### src/rtl/conv_window_sequencer.sv
// ============================================================================
//  Module      : conv_window_sequencer
//  Description : Walks one image row through a KER_SIZE-deep circular column
//                store, inserting virtual pad columns and issuing one window
//                per output column to the MAC array over valid/ready.
//                Optional feature macro: CWS_STRIDE_EN (honour STRIDE > 1).
//  Revision    : 1.0 - initial release
// ============================================================================
`default_nettype none

module conv_window_sequencer #(
  parameter int KER_SIZE    = 3,
  parameter int INPUT_X_DIM = 32,
  parameter int PAD         = 1,
  parameter int STRIDE      = 1,
  localparam int VX_L       = INPUT_X_DIM + 2 * PAD,
  localparam int PW_L       = $clog2(VX_L + 1),
  localparam int CPW_L      = (KER_SIZE > 1) ? $clog2(KER_SIZE) : 1
) (
  input  logic                clk,
  input  logic                rstn,
  input  logic                row_start,
  input  logic                in_valid,
  output logic                in_ready,
  output logic                win_valid,
  input  logic                win_ready,
  output logic [CPW_L-1:0]    win_col_ptr,
  output logic [KER_SIZE-1:0] win_mask,
  output logic [PW_L-1:0]     win_x,
  output logic                row_done
);

  localparam int VX  = VX_L;
  localparam int PW  = PW_L;
  localparam int CPW = CPW_L;
`ifdef CWS_STRIDE_EN
  localparam int S_EFF = STRIDE;
`else
  localparam int S_EFF = 1;
`endif
  localparam int OUT_X    = (VX - KER_SIZE) / S_EFF + 1;
  localparam int PTR_STEP = S_EFF % KER_SIZE;

  localparam logic [PW:0]   PAD_W  = (PW + 1)'(PAD);
  localparam logic [PW:0]   XDIM_W = (PW + 1)'(INPUT_X_DIM);
  localparam logic [PW:0]   END_W  = (PW + 1)'(PAD + INPUT_X_DIM);
  localparam logic [PW:0]   KER_W  = (PW + 1)'(KER_SIZE);
  localparam logic [PW-1:0] LAST_K = PW'(OUT_X - 1);
  localparam logic [PW-1:0] STEP_W = PW'(S_EFF);
  localparam logic [CPW:0]  PSTEP  = (CPW + 1)'(PTR_STEP);
  localparam logic [CPW:0]  KPTR_W = (CPW + 1)'(KER_SIZE);

  // Reject geometries the column store cannot sequence.
  if (!(PAD < KER_SIZE && KER_SIZE <= VX && STRIDE >= 1)) begin : g_param_check
    $error("conv_window_sequencer: illegal KER_SIZE/PAD/STRIDE/INPUT_X_DIM combination");
  end

  typedef enum logic [2:0] {
    S_IDLE  = 3'd0,
    S_FILL  = 3'd1,
    S_WIN   = 3'd2,
    S_DRAIN = 3'd3,
    S_DONE  = 3'd4
  } state_t;

  state_t            r_state, w_state_nxt;
  logic [PW-1:0]     r_pos;    // virtual position of the next column
  logic [PW-1:0]     r_base;   // first position of the current window (k*stride)
  logic [PW-1:0]     r_k;      // output column index
  logic [CPW-1:0]    r_ptr;    // ring slot of tap 0

  logic              w_pos_inc, w_win_acc, w_last, w_pos_pad;
  logic [PW:0]       w_need, w_pos_p1;
  logic [CPW:0]      w_ptr_sum;
  logic [CPW-1:0]    w_ptr_nxt;
  logic [KER_SIZE-1:0] w_mask;

  // A position is pad when it lies outside [PAD, PAD+INPUT_X_DIM); the
  // subtraction wraps below PAD so a single unsigned compare covers both sides.
  function automatic logic f_is_pad(input logic [PW:0] p);
    logic [PW:0] rel;
    rel = p - PAD_W;
    return (rel >= XDIM_W);
  endfunction

  assign w_need    = {1'b0, r_base} + KER_W;
  assign w_pos_p1  = {1'b0, r_pos} + (PW + 1)'(1);
  assign w_pos_pad = f_is_pad({1'b0, r_pos});
  assign w_last    = (r_k == LAST_K);
  assign w_ptr_sum = {1'b0, r_ptr} + PSTEP;
  assign w_ptr_nxt = (w_ptr_sum >= KPTR_W) ? CPW'(w_ptr_sum - KPTR_W) : w_ptr_sum[CPW-1:0];

  // Per-tap pad mask of the current window.
  for (genvar j = 0; j < KER_SIZE; j++) begin : g_mask
    logic [PW:0] w_tap_pos;
    assign w_tap_pos = {1'b0, r_base} + (PW + 1)'(j);
    assign w_mask[j] = f_is_pad(w_tap_pos);
  end

  // Next-state and handshake decode; row_start overrides everything.
  always_comb begin
    w_state_nxt = r_state;
    in_ready    = 1'b0;
    win_valid   = 1'b0;
    row_done    = 1'b0;
    w_pos_inc   = 1'b0;
    w_win_acc   = 1'b0;
    case (r_state)
      S_IDLE: ;
      S_FILL: begin
        if (w_pos_pad) begin
          w_pos_inc = 1'b1;
        end else begin
          in_ready  = 1'b1;
          w_pos_inc = in_valid;
        end
        if (w_pos_inc && (w_pos_p1 == w_need)) w_state_nxt = S_WIN;
      end
      S_WIN: begin
        win_valid = 1'b1;
        if (win_ready) begin
          w_win_acc   = 1'b1;
          w_state_nxt = w_last ? S_DRAIN : S_FILL;
        end
      end
      S_DRAIN: begin
        if ({1'b0, r_pos} >= END_W) begin
          w_state_nxt = S_DONE;
        end else if (w_pos_pad) begin
          w_pos_inc = 1'b1;
        end else begin
          in_ready  = 1'b1;
          w_pos_inc = in_valid;
        end
      end
      S_DONE: begin
        row_done    = 1'b1;
        w_state_nxt = S_IDLE;
      end
      default: w_state_nxt = S_IDLE;
    endcase
    if (row_start) begin
      w_state_nxt = S_FILL;
      in_ready    = 1'b0;
      win_valid   = 1'b0;
      w_pos_inc   = 1'b0;
      w_win_acc   = 1'b0;
    end
  end

  // State and counter registers; window base and ring pointer advance by the stride.
  always_ff @(posedge clk or negedge rstn) begin
    if (!rstn) begin
      r_state <= S_IDLE;
      r_pos   <= '0;
      r_base  <= '0;
      r_k     <= '0;
      r_ptr   <= '0;
    end else begin
      r_state <= w_state_nxt;
      if (row_start) begin
        r_pos  <= '0;
        r_base <= '0;
        r_k    <= '0;
        r_ptr  <= '0;
      end else begin
        if (w_pos_inc) r_pos <= r_pos + PW'(1);
        if (w_win_acc) begin
          r_k <= r_k + PW'(1);
          if (!w_last) begin
            r_base <= r_base + STEP_W;
            r_ptr  <= w_ptr_nxt;
          end
        end
      end
    end
  end

  assign win_mask    = (r_state == S_WIN) ? w_mask : '0;
  assign win_col_ptr = r_ptr;
  assign win_x       = r_k;

endmodule

`default_nettype wire
### config.mk
export PLATFORM = sky130hd
export DESIGN_NAME = conv_window_sequencer
export DESIGN_NICKNAME = d
export VERILOG_FILES = /design/src/rtl/conv_window_sequencer.sv
export SDC_FILE = /design/constraint.sdc
export NUM_CORES = 1
export LEC_CHECK = 0
export ABC_AREA = 1
export CAP_MARGIN = 10
export CORE_ASPECT_RATIO = 0.5
export CORE_UTILIZATION = 55
export CTS_CLUSTER_DIAMETER = 80
export DETAILED_ROUTE_END_ITERATION = 10
export GPL_TIMING_DRIVEN = 0
export PLACE_DENSITY = 0.88
export SLEW_MARGIN = 40
export SYNTH_ARGS = -nofsm -noshare
export SYNTH_HDL_FRONTEND = slang
export SYNTH_SLANG_ARGS = --single-unit
### constraint.sdc
create_clock -name clk -period 2.5 [get_ports clk]
set_input_delay 0.75 -clock clk [delete_from_list [all_inputs] [get_ports clk]]
set_output_delay 0.75 -clock clk [all_outputs]
set_load 0.005 [all_outputs]
==> flow_summary.yaml <==
cells_and_area:
  layout_common_cells: "65 x nand2_1, 24 x inv_1, 21 x nor2_1"
  layout.nets: 295
  multi_input_comb_area_mm2: 0.00105
  antennaDiodeCount: 0
  final_common_cell: "nand2_1"
  finish.utilization: 0.777
  n_fill_cell: 166
  drive_above_1_share: 0.248
  syn2layout_area_growth_pct: 25.4
  ff_latch_area_um2: 582
  final_cell_count_no_fill: 319
power_and_ir_drop:
  p_clk_frac: 0.176
  ir_worst_vdd_v: 0.000471
  p_sw_mw: 0.627
  power.density_cell_area_mw_per_mm2: 675
  seq_power_share: 0.318
  switching_share: 0.430
  leakage_nw: 1.02
  comb_power_share: 0.506
  intPower_mw: 0.833
  power_mw: 1.46
floorplanning:
  die-area_mm2: 0.00338
  die_y_um: 41.6
  die_width_um: 81.2
  start_util: 0.620
  core_area_mm2: 0.00278
  io_pins: 19
  rows: 13
routing:
  drc_errors: 0
  vias: 1939
  vias_per_cell: 6.08
  drtAntennaViolNets: 0
  wire_per_inst_um: 16.6
  initialDrtViolationCount: 201
  first_pass_iters: 5
  wl_um: 5300
clock_tree:
  clkSinkCount: 23
  insertion_delay_ns: 0.28
  cts_buffers: 3
  cts_buffer_depth: 2
  h-tree-depth: 1
  root_buffer: "clkbuf_8"
  cts_tree: "done"
  path_clk_slew_ns: 0.09
timing:
  setup_viol: 4
  hold_violations: 0
  skew_ns: 0.00186
  period_minus_slack_ns: 2.65
  maxSlewHeadroom: 0.630
  tightest_slew_ns: 0.555
  slew_violations: 0
  max_freq_ghz: 0.377
  grt_setup_unrepaired: "yes"
  worst_slack_ns: -0.152
  period_share: 1.06
placed_design:
  routabilityCongestion: 0.895
  dp_hpwl_um: 2960
  port-buffer-count: 17
  dp_cells: 300
  dpl_worst_slack_ns: -0.274
logic_synthesis:
  synth_top_area_cell: "dfrtp_1"
  synthCells: 246
  syn_avg_cell_area_um2: 7.01
  synth.distinct_cells: 33
  synth-seq-area-share: 0.334
  ys_warn_count: 0
  syn-cell-area_mm2: 0.00172
  postSynthNetCount: 258
  synth.area.top_cells: "dfrtp_1 33%, nand2_1 14%, inv_1 6.1%, nor2_1 5.2%, ha_1 5.1%"
  synth_top_area_frac: 0.334
  ys_seq_elements: 23
setup_path:
  critical_path.startpoint_type: "flop"
  path_class: "flop to primary output"
  worstPathRequired_ns: 1.75
  crit_path_start: "r_base[0]$_DFFE_PN0P_"
  path_cells: "buf_4 -> inv_2 -> ha_4 -> nand2_1 -> o21ai_1 -> o21ai_0 -> a21oi_1 -> clkbuf_2"
  endpoint_kind: "primary output"
  worstPathArrival_ns: 1.90
  critical-path-max-stage-delay_ns: 0.41
  crit_fanout: 3
  slowest_stage: "dfrtp_2"
  r2r-start: "r_pos[0]$_DFFE_PN0P_"
grt:
  track_usage: 0.309
  grt_overflow: 0
  grt_max_degree: 24
  grt_pass1_vias: 1700
  antenna_found_initial: 0
  grt_pass1_wl_um: 7850
job:
  maxCapViolations: 0
status:
  violations: "negative setup slack"
  status: "finished, violations left"
min_path:
  min_path_type: "primary input to async pin"
-- path summary, 6_finish.rpt --
check | slack, ns | to | cells past startpoint
max | -0.15 | win_mask[0] | 8
min | 0.44 | win_col_ptr[1]$_DFFE_PN0P_ | 1
max reg2reg | 0.50 | r_state[1]$_DFFE_PN0P_ | 13
min reg2reg | 0.50 | win_x[4]$_DFFE_PN0N_ | 1
max in group asynchronous | 1.67 | r_pos[0]$_DFFE_PN0P_ | 1
min in group clk | 0.50 | win_x[4]$_DFFE_PN0N_ | 1
-- critical path: cells and delay by family (launching register included) --
family / cells / cell delay [ns]
buffers and inverters: 3 / 0.37
AO/OA/AOI/OAI: 3 / 0.56
AND/OR/NAND/NOR: 1 / 0.10
adder cells (fa/ha/maj): 1 / 0.17
flip-flops: 1 / 0.41
-- power by group through the flow --
stage / Clock (mW) / Combinational [mW] / Sequential (mW)
after global routing: 0.266 / 0.821 / 0.469
after detailed placement: 0 / 0.562 / 0.485
after floorplan: 0 / 0.420 / 0.473
after CTS: 0.253 / 0.633 / 0.455
final: 0.257 / 0.738 / 0.464
after global placement: 0 / 0.546 / 0.483
-- through the flow --
step | area, um2 | setup TNS, ns | hold WS [ns]
after floorplan | 1720 | 0 | 0.454
after global placement | 1940 | -0.258 | 0.479
after detailed placement | 1940 | -0.323 | 0.484
after CTS | 2100 | -0.0939 | 0.470
after global routing | 2160 | -0.292 | 0.480
final | 2160 | -0.248 | 0.435
-- synth_stat cells --
master,n
inv_1,28
nand2_4,2
buf_4,1
ha_1,7
nor4_1,1
nand4_1,6
nand3b_1,1
o21ai_0,11
clkinv_2,1
dfrtp_1,23
a21oi_1,6
nand3_2,5
clkinv_1,1
nand2_1,65
nor2_1,24
buf_6,1
o21ai_1,8
nand3_1,17
o21ai_2,2
nor3_1,6
inv_2,6
and3_1,1
nor3b_1,2
nand2_2,1
nor3_2,2
clkbuf_1,1
nor3_4,2
xor2_1,4
nor2_2,6
xnor2_1,1
o21bai_1,1
o22ai_1,2
buf_2,1
-- routing by layer --
layer / routed length (um) / vias up / part of all wire / global-route usage
li1: - / 867 / - / -
met1: 1940 / 866 / 0.37 / 0.393
met2: 2360 / 149 / 0.45 / 0.521
met3: 622 / 57 / 0.12 / 0.0615
met4: 375 / 0 / 0.071 / 0.111
met5: 0 / - / 0 / 0
-- kinds of logic (layout without fill, tap and decap cells) --
family	after synthesis	count (layout)	share of synthesized area
DFF	23	23	0.334
and+or+nand+nor	141	141	0.401
adders and majority gates	7	7	0.0508
xor gates and xnor gates	5	5	0.0254
buffers and inverters	40	76	0.0951
AOI/OAI and AO/OA	30	30	0.0943
-- sequential cells by signal (all words and copies together), names as in the netlist --
| name | flops |
|---|---|
| r_base | 6 |
| win_x | 6 |
| r_state | 3 |
| win_col_ptr | 2 |
| r_pos | 6 |
-- area by class of cell --
class | instances | area share
well taps | 37 | 0.0214
repair buffers | 32 | 0.123
multi-input cells | 183 | 0.487
clock buffers | 3 | 0.0191
inverters | 36 | 0.0642
flip-flops and latches | 23 | 0.269
plain buffers | 4 | 0.0127
clock inverters | 1 | 0.00347
-- timing repair --
action                                  in CTS  in global routing
endpoints found under the setup margin       4                  5
pin swaps                                    1                  5
resized for setup                           19                 13
hold buffers                                 0                  0
buffers inserted                            10                  5
Note: power is estimated with default switching activity, not from simulation.
